--- src/rtl/instr_loader.sv ---
// Boot-time instruction-memory loader: byte stream (count, big-endian payload words,
// checksum) in, one-cycle imem writes out; holds the CPU frozen until a good checksum.
module instr_loader #(
    parameter logic [31:0] BASE_ADDR = 32'h0000_0000,
    parameter int unsigned MAX_WORDS = 256
) (
    input  logic        clk,
    input  logic        rst_n,
    input  logic [7:0]  rx_data,
    input  logic        rx_valid,
    output logic        rx_ready,
    input  logic        restart,
    output logic        imem_we,
    output logic [31:0] imem_addr,
    output logic [31:0] imem_wdata,
    output logic        cpu_hold,
    output logic        load_done,
    output logic        load_err
);

    typedef enum logic [2:0] {
        S_ARM,
        S_HDR_HI,
        S_HDR_LO,
        S_DATA,
        S_CSUM,
        S_DONE,
        S_ERR
    } state_t;

    state_t      state;
    state_t      state_nx;

    logic [15:0] count;
    logic [15:0] word_idx;
    logic [1:0]  byte_cnt;
    logic [23:0] shift_q;
    logic [7:0]  csum;

    logic        accept;
    logic [15:0] hdr_count;
    logic [7:0]  csum_nx;
    logic        last_word;
    logic        word_full;
    logic        in_final;

    // Status outputs decode the state register directly, so they carry no extra latency.
    assign rx_ready  = (state == S_HDR_HI) || (state == S_HDR_LO) ||
                       (state == S_DATA)   || (state == S_CSUM);
    assign cpu_hold  = (state != S_DONE);
    assign load_done = (state == S_DONE);
    assign load_err  = (state == S_ERR);

    assign accept    = rx_valid && rx_ready;
    assign hdr_count = {count[15:8], rx_data};
    assign csum_nx   = csum + rx_data;
    assign last_word = (16'(word_idx + 16'd1) == count);
    assign word_full = (byte_cnt == 2'd3);
    assign in_final  = (state == S_DONE) || (state == S_ERR);

    always_ff @(posedge clk or negedge rst_n) begin
        if (!rst_n) begin
            state <= S_ARM;
        end else begin
            state <= state_nx;
        end
    end

    always_comb begin
        state_nx = state;
        case (state)
            S_ARM: begin
                state_nx = S_HDR_HI;
            end
            S_HDR_HI: begin
                if (accept) begin
                    state_nx = S_HDR_LO;
                end
            end
            S_HDR_LO: begin
                if (accept) begin
                    if (32'(hdr_count) > MAX_WORDS) begin
                        state_nx = S_ERR;
                    end else if (hdr_count == 16'd0) begin
                        state_nx = S_CSUM;
                    end else begin
                        state_nx = S_DATA;
                    end
                end
            end
            S_DATA: begin
                if (accept && word_full && last_word) begin
                    state_nx = S_CSUM;
                end
            end
            S_CSUM: begin
                if (accept) begin
                    state_nx = (csum_nx == 8'd0) ? S_DONE : S_ERR;
                end
            end
            S_DONE, S_ERR: begin
                if (restart) begin
                    state_nx = S_HDR_HI;
                end
            end
            default: begin
                state_nx = S_ARM;
            end
        endcase
    end

    always_ff @(posedge clk or negedge rst_n) begin
        if (!rst_n) begin
            count      <= '0;
            word_idx   <= '0;
            byte_cnt   <= '0;
            shift_q    <= '0;
            csum       <= '0;
            imem_we    <= 1'b0;
            imem_addr  <= BASE_ADDR;
            imem_wdata <= '0;
        end else begin
            imem_we <= 1'b0;
            if (in_final && restart) begin
                count    <= '0;
                word_idx <= '0;
                byte_cnt <= '0;
                csum     <= '0;
            end
            if (accept) begin
                csum <= csum_nx;
                case (state)
                    S_HDR_HI: count[15:8] <= rx_data;
                    S_HDR_LO: count[7:0]  <= rx_data;
                    S_DATA: begin
                        byte_cnt <= byte_cnt + 2'd1;
                        shift_q  <= {shift_q[15:0], rx_data};
                        // Only three bytes are buffered; the fourth goes straight into the write.
                        if (word_full) begin
                            imem_we    <= 1'b1;
                            imem_wdata <= {shift_q, rx_data};
                            imem_addr  <= BASE_ADDR + {14'd0, word_idx, 2'b00};
                            word_idx   <= word_idx + 16'd1;
                        end
                    end
                    default: begin
                    end
                endcase
            end
        end
    end

endmodule

--- config.mk ---
export PLATFORM = sky130hd
export DESIGN_NAME = instr_loader
export DESIGN_NICKNAME = d
export VERILOG_FILES = /design/src/rtl/instr_loader.sv
export SDC_FILE = /design/constraint.sdc
export NUM_CORES = 1
export LEC_CHECK = 0
export BUFFER_PORTS_ARGS = -buffer_cell sky130_fd_sc_hd__buf_2
export CORE_ASPECT_RATIO = 0.5
export CORE_MARGIN = 8
export CORE_UTILIZATION = 57
export DETAILED_ROUTE_END_ITERATION = 7
export PLACE_DENSITY = 0.9
export SLEW_MARGIN = 20
export SYNTH_ARGS = -nofsm -noshare
export SYNTH_HDL_FRONTEND = slang
export SYNTH_SLANG_ARGS = --single-unit
--- constraint.sdc ---
create_clock -name clk -period 3.3 [get_ports clk]
set_input_delay 0.825 -clock clk [delete_from_list [all_inputs] [get_ports clk]]
set_output_delay 0.825 -clock clk [all_outputs]
set_load 0.01 [all_outputs]
==> metrics.yaml, run 1 <==
hold_class: "register to register"
drv_cap: 0
grt_pass1_vias: 4958
fin_nets: 748
place.gp.congestion: 0.907
status: "finished, final reports clean"
fmax_mhz: 348
antenna_found_initial: 0
htreeDepth: 4
cts.root.buffer_cell: "clkbuf_16"
required_ps: 3590
hpwl_mm: 9.58
finClkSkew_ps: 8.67
final_layout_size_suffix_gt1_share_pct: 16.1
clockBufferDepth: 2
cp.arrival_ps: 3170
die_w_um: 157
die_area_um2: 13600
synth_largest_area_cell: "dfrtp_1"
via_per_inst: 5.77
setup_viol: 0
synth_warnings: 0
wire_per_inst_um: 17.6
cts_made_buffers: 17
synth_area_um2: 5690
start_kind: "register"
slew_viol_final: 0
drt-initial-drc-count: 501
rsz0062_at_grt: "false"
syn_area_per_cell_um2: 8.54
pin_count: 81
cts.sinks: 118
hold_violations: 0
crit_path_end_kind: "register"
async_reset_ff_share_pct: 100
clkTransAtPathRegs_ps: 50
n_antenna_cell: 0
grt_max_degree: 75
initial_core_util_pct: 59.5
core_area_um2: 9570
synth.most_common_cell: "nand2_1"
synth_enable_flop_cells: 0
antenna_left: 0
yosysUniqueCellTypes: 51
final.setup.tns_ps: 0
fp.dieH_um: 86.7
synthCells: 666
synth_top_flop_cell: "dfrtp_1"
post-route-util_pct: 70.3
via_count: 5041
grt_pass1_wl_mm: 25.1
yosys-top-cells-area: "dfrtp_1 52%, nand2_1 18%, o21ai_0 4.2%"
num_rows: 25
fillers: 672
grt_overflow_total: 0
clock_latency_ps: 410
critPathKind: "register to register"
worst-path-max-fanout: 12
hold_buffers: 0
areaGrowthSynthToFinish_pct: 18.2
grt_usage_pct: 23.4
yosysSeqAreaShare_pct: 51.9
cts_tree: "built"
synth-seq-cells: 118
finalCritPeriodShare_pct: 87.0
min_period_ps: 2870
powerDensity_nw_per_um2: 822
first_pass_iters: 6
cellLeakagePower_uw: 0.00354
ir_drop_mv: 0.454
maxSlewHeadroom_pct: 46.7
drcViolationCount: 0
synth_top_area_share_pct: 51.9
post_cts_buffers: 0
drt-total-wl_mm: 15.4
yosys-top-cells-count: "276 x nand2_1, 118 x dfrtp_1, 48 x o21ai_0"
portBuffers: 64
cts_resized: 0
worstMarginPinSlew_ps: 799
[where the power goes]
part	internal [uW]	switching (uW)
Clock	1330	663
Combinational	574	840
Sequential	1780	341
[worst max-delay path, stage by stage, from the launching register on]
cell      delay (ps)
dfrtp_1          590
nand4_2          230
nor4_1           580
nand3_1          250
xnor2_1          180
nor3_1           250
o2111a_2         320
nor2_2            60
mux2_4           300
[cells in the final DEF (no fill, tap or decap), types with 3 or more instances in the layout]
master | Yosys | layout
nand4_1 | 3 | 3
and3_1 | 4 | 4
bufinv_16 | 0 | 4
dfrtp_1 | 118 | 118
o21ai_0 | 48 | 47
buf_2 | 3 | 63
nand2_1 | 276 | 275
nor4_1 | 6 | 6
clkbuf_16 | 0 | 17
nor3_1 | 10 | 10
inv_1 | 7 | 7
clkbuf_8 | 0 | 3
and2_1 | 4 | 4
xor2_1 | 10 | 10
buf_4 | 18 | 12
clkinv_4 | 0 | 4
conb_1 | 1 | 16
xnor2_1 | 20 | 20
a21oi_1 | 7 | 7
nor2_1 | 21 | 21
o31ai_1 | 8 | 8
nand3_1 | 23 | 23
ha_1 | 9 | 9
[cell families (layout without fill, tap and decap cells)]
logic type	after synthesis	in the layout	share of synthesized area, %
AOI/OAI and AO/OA	85	85	8.95
xor gates and xnor gates	30	30	4.62
adders and majority gates	10	10	2.33
buffers and inverters	58	116	5.08
DFF	118	118	51.9
muxes	3	3	0.638
other	1	16	0.0659
and+or+nand+nor	361	361	26.4
[registers in the layout (all words and copies together), names as in the netlist]
name	flops
imem_wdata	32
shift_q	24
imem_we	1
byte_cnt	2
csum	8
word_idx	16
state	3
imem_addr	16
count	16
[layout make-up]
cell class	count	area [um^2]	share of cell area [%]
Timing Repair Buffer	76	425	6.32
Tap cell	135	169	2.51
Inverter	8	30.0	0.446
Sequential cell	118	2950	43.9
Clock buffer	21	470	6.99
Clock inverter	11	173	2.57
Multi-Input combinational cell	505	2510	37.3
[stage by stage]
step | area, um^2 | setup WS [ps] | std cells | hold slack [ps] | power, uW
after global placement | 6080 | 265 | 842 | 454 | 3370
after CTS | 6730 | 502 | 874 | 472 | 5510
after global routing | 6730 | 270 | 874 | 488 | 5790
after detailed placement | 6080 | 216 | 842 | 458 | 3450
final | 6730 | 428 | 874 | 467 | 5530
after floorplan | 5750 | 508 | 681 | 439 | 3020
[worst paths after layout]
path,cells past startpoint,start,end,slack (ps)
min,2,imem_addr[9],imem_addr[9],470
max in group asynchronous,2,rst_n,word_idx[2],2120
min reg2reg,2,imem_addr[9],imem_addr[9],470
max,8,word_idx[4],state[1],430
min in group asynchronous,1,rst_n,csum[2],490
max reg2reg,8,word_idx[4],state[1],430
[per-layer routing]
layer | up-vias | global-route usage [%] | routed length, um
met2 | 321 | 36.0 | 7030
met5 | - | 0 | 0
met1 | 2396 | 29.5 | 6360
li1 | 2273 | - | -
met3 | 51 | 7.39 | 1560
met4 | 0 | 11.8 | 467
No activity file was read; power rests on OpenSTA's default activity.
==> run 2: changes to the inputs <==
--- a/config.mk
+++ b/config.mk
@@ -8,9 +8,10 @@
 export BUFFER_PORTS_ARGS = -buffer_cell sky130_fd_sc_hd__buf_2
 export CORE_ASPECT_RATIO = 0.5
 export CORE_MARGIN = 8
-export CORE_UTILIZATION = 57
+export CORE_UTILIZATION = 45
+export CTS_BUF_LIST = sky130_fd_sc_hd__clkbuf_8
 export DETAILED_ROUTE_END_ITERATION = 7
-export PLACE_DENSITY = 0.9
+export PLACE_DENSITY = 0.76
 export SLEW_MARGIN = 20
 export SYNTH_ARGS = -nofsm -noshare
 export SYNTH_HDL_FRONTEND = slang
==> metrics.yaml, run 2 (synthesis results as in run 1) <==
wire_per_inst_um: 15.9
cts_tree: "built"
hold_slack_ps: 344
reg_top3: "imem_wdata (32), shift_q (24)"
grt_pass1_vias: 4656
grt_max_degree: 52
htreeDepth: 4
num_rows: 29
post_cts_buffers: 0
clock_latency_ps: 440
first_pass_iters: 5
cts.sinks: 118
drt-initial-drc-count: 418
required_ps: 3620
cts_resized: 0
final.setup.tns_ps: 0
place_area_um2: 6130
drcViolationCount: 0
place_ws_ps: 219
worst-path-max-fanout: 14
dp_cells: 877
areaGrowthSynthToFinish_pct: 16.6
grt_usage_pct: 17.9
clockBufferDepth: 2
antenna_left: 0
largest_reg_flops: 32
via_count: 4771
die_area_um2: 16700
cts_made_buffers: 17
fmax_mhz: 351
m1WireLength_mm: 6.59
antenna_found_initial: 0
ir_drop_mv: 0.286
fp.dieH_um: 95.5
layout_commonest_cell: "nand2_1"
stdcell_count: 909
slew_viol_final: 0
setup_ws_ps: 455
min_period_ps: 2850
fin_nets: 748
layout_common_cells: "275 x nand2_1, 118 x dfrtp_1, 63 x buf_2"
rsz0062_at_grt: "false"
portBuffers: 64
core_area_um2: 12500
grt_overflow_total: 0
via_per_inst: 5.25
drt-total-wl_mm: 14.4
grt_pass1_wl_mm: 23.8
hold_class: "input pin to async pin"
pin_count: 81
largest-register: "imem_wdata"
wl_met3_um: 837
regToRegSetupSlack_ps: 450
die_w_um: 175
finClkSkew_ps: 9.95
dr_wl_met2_mm: 6.72
cellLeakagePower_uw: 0.00348
hold_violations: 0
start_kind: "register"
hpwl_mm: 9.97
final_layout_size_suffix_gt1_share_pct: 16.2
hold_buffers: 0
postLayoutCellArea_um2: 6640
maxSlewHeadroom_pct: 50.5
worstMarginPinSlew_ps: 741
setup_viol: 0
critPathKind: "register to register"
routed.top_layer: "met4"
initial_core_util_pct: 45.5
cp.arrival_ps: 3170
drv_cap: 0
crit_path_end_kind: "register"
status: "finished, final reports clean"
n_antenna_cell: 0
powerDensity_nw_per_um2: 769
place.gp.congestion: 0.876
finalCritPeriodShare_pct: 86.2
cts.root.buffer_cell: "clkbuf_8"
clkTransAtPathRegs_ps: 70
==> run 2: cell types whose count changed in the layout (fill, tap and decap cells not counted) <==
| cell | change |
|---|---|
| clkbuf_8 | +18 |
| clkbuf_16 | -17 |
| clkinv_4 | -3 |
| bufinv_16 | +2 |
| clkbuf_1 | -1 |
| clkinv_2 | -1 |
| clkinvlp_4 | +1 |
| inv_6 | +1 |
==> run 2: metrics by stage <==
stage          power [uW]  utilization, %
6_report             5110            53.0
5_1_grt              5390            53.0
4_1_cts              5110            53.0
3_5_place_dp         3440            49.0
3_3_place_gp         3360            49.0
2_1_floorplan        3020               -
==> run 2: cell type report <==
class | count | area (um^2)
sequential | 118 | 2950
fill | 1106 | 5880
clock inverter | 11 | 218
inverter | 8 | 30.0
tap | 170 | 213
multi-input combinational | 505 | 2510
clock buffer | 21 | 289
timing repair buffer | 76 | 425
==> run 2: per-layer routing <==
| layer | vias up | global-route usage [%] |
|---|---|---|
| li1 | 2268 | - |
| met3 | 26 | 4.43 |
| met2 | 160 | 28.6 |
| met1 | 2317 | 22.9 |
| met4 | 0 | 8.62 |
| met5 | - | 0 |
==> run 2: worst max-delay path, cell delays in order, from the launching register on <==
cell and delay (ps):
dfrtp_1 620, nor2_1 140, xnor2_1 440, nand2_1 420, nor3_1 300, and4_1 220, o2111a_2 250, nor2_2 60
mux2_4 290
==> run 2: final timing paths <==
kind | start | end | depth (start not counted)
min in group clk | imem_addr[2] | imem_addr[2] | 2
max | state[0] | state[1] | 8
min reg2reg | imem_addr[2] | imem_addr[2] | 2
max reg2reg | state[0] | state[1] | 8
max in group asynchronous | rst_n | imem_addr[3] | 2
min | rst_n | count[8] | 1
==> run 2: power by group <==
part / internal, uW / switching [uW]
Combinational: 567 / 787
Sequential: 1780 / 311
Clock: 1060 / 601
Total: 3410 / 1700
==> run 3: changes to the inputs <==
--- a/config.mk
+++ b/config.mk
@@ -7,7 +7,7 @@
 export LEC_CHECK = 0
 export BUFFER_PORTS_ARGS = -buffer_cell sky130_fd_sc_hd__buf_2
 export CORE_ASPECT_RATIO = 0.5
-export CORE_MARGIN = 8
+export CORE_MARGIN = 3
 export CORE_UTILIZATION = 45
 export CTS_BUF_LIST = sky130_fd_sc_hd__clkbuf_8
 export DETAILED_ROUTE_END_ITERATION = 7
==> metrics.yaml, run 3 (synthesis results as in run 1) <==
start_kind: "register"
postLayoutCellArea_um2: 6530
fillers: 1096
drt-total-wl_mm: 13.7
hold_violations: 0
cellLeakagePower_uw: 0.00344
grt_overflow_total: 0
antenna_found_initial: 0
largest-register: "imem_wdata"
place_area_um2: 6140
final.setup.tns_ps: 0
drcViolationCount: 0
cp.arrival_ps: 3030
p_clk_share_pct: 27.3
drv_cap: 0
cp_slowest_stage_delay_ps: 550
hold_buffers: 0
grt_pass1_vias: 4420
antenna_left: 0
setup_viol: 0
fmax_mhz: 367
num_rows: 28
wire_per_inst_um: 15.1
die_area_um2: 14100
r2r-start: "word_idx[0]"
die_w_um: 165
clockBufferDepth: 2
rsz0062_at_grt: "false"
portBuffers: 64
fp.dieH_um: 85.5
clock_latency_ps: 420
via_count: 4703
final_layout_size_suffix_gt1_share_pct: 16.2
finalCritPeriodShare_pct: 82.6
cts.sinks: 118
fin_nets: 750
slew_viol_final: 0
worstMarginPinSlew_ps: 736
place.gp.congestion: 0.911
critPathKind: "register to register"
drt-initial-drc-count: 320
hold_class: "input pin to async pin"
reg_top3: "imem_wdata (32), shift_q (24)"
grt_max_degree: 75
via_per_inst: 5.20
pin_count: 81
initial_core_util_pct: 47.1
power.share.switching_pct: 34.7
hpwl_mm: 9.34
cts.root.buffer_cell: "clkbuf_8"
cts_tree: "built"
crit_start: "word_idx[0]"
grt_usage_pct: 20.3
cts_resized: 0
power_frac_comb_pct: 28.7
required_ps: 3610
slowest_stage: "dfrtp_1"
pwr-share-seq_pct: 44.0
grt_pass1_wl_mm: 22.7
internal_power_uw: 3110
cts_made_buffers: 17
areaGrowthSynthToFinish_pct: 14.7
htreeDepth: 4
first_pass_iters: 5
layout_commonest_cell: "nand2_1"
maxSlewHeadroom_pct: 50.9
power_switching_uw: 1650
n_antenna_cell: 0
dp_cells: 874
finClkSkew_ps: 10.3
core_area_um2: 12100
largest_reg_flops: 32
worst-path-max-fanout: 7
min_period_ps: 2720
hold_slack_ps: 433
ir_drop_mv: 0.242
finalPower_uw: 4760
status: "finished, final reports clean"
powerDensity_nw_per_um2: 729
post_cts_buffers: 0
clkTransAtPathRegs_ps: 70
path_cells: "ha_1, nand3_2, nor2_1, nand3_1, xnor2_1, and4_1, o2111a_2, nor2_2, mux2_4"
layout_common_cells: "275 x nand2_1, 118 x dfrtp_1, 63 x buf_2"
stdcell_count: 904
crit_path_end_kind: "register"
[run 3: cell count changes in the layout (fill, tap and decap cells not counted)]
cell | before | now
buf_4 | 12 | 14
inv_6 | 1 | 0
clkinv_2 | 1 | 5
bufinv_16 | 6 | 2
clkinvlp_4 | 2 | 1
[run 3: power by group through the flow]
stage	sequential (uW)	combinational, uW	clock [uW]
after floorplan	2010	1010	0
after global placement	2100	1310	0
after detailed placement	2110	1350	0
after CTS	2080	1360	1330
after global routing	2140	1540	1390
final	2100	1360	1300
[run 3: final timing paths]
kind | slack (ps) | endpoint | cells after the start
max | 580 | state[1] | 9
max reg2reg | 580 | state[1] | 9
min | 430 | imem_addr[7] | 1
min reg2reg | 470 | imem_wdata[27] | 2
max in group asynchronous | 2160 | imem_wdata[11] | 2
min in group clk | 470 | imem_wdata[27] | 2
[run 3: critical path, delay by kind of cell (launching register included)]
| kind | cells | cell delay [ps] |
|---|---|---|
| mux | 1 | 310 |
| simple gates | 5 | 940 |
| fa+ha+maj | 1 | 350 |
| compound gates | 1 | 260 |
| flops | 1 | 550 |
| xor+xnor | 1 | 200 |
[run 3: through the flow]
stage / utilization, % / setup slack, ps
floorplan: - / 508
global placement: 50.8 / 237
detailed placement: 50.8 / 168
CTS: 54.0 / 602
global route: 54.0 / 346
finish: 54.0 / 575
[run 3: layout make-up]
class | instances | area [um^2] | area share, %
clock buffers | 21 | 289 | 4.43
clock inverters | 9 | 101 | 1.55
inverters | 8 | 30.0 | 0.460
multi-input cells | 505 | 2510 | 38.4
flip-flops and latches | 118 | 2950 | 45.2
well taps | 165 | 206 | 3.16
repair buffers | 78 | 440 | 6.75
[run 3: layer usage]
metal	wire [um]	part of all wire, %	global-route usage [%]
met5	0	0	0
met1	6530	48	30.1
met2	6120	45	30.1
met4	159	1.2	6.24
met3	871	6.4	4.29
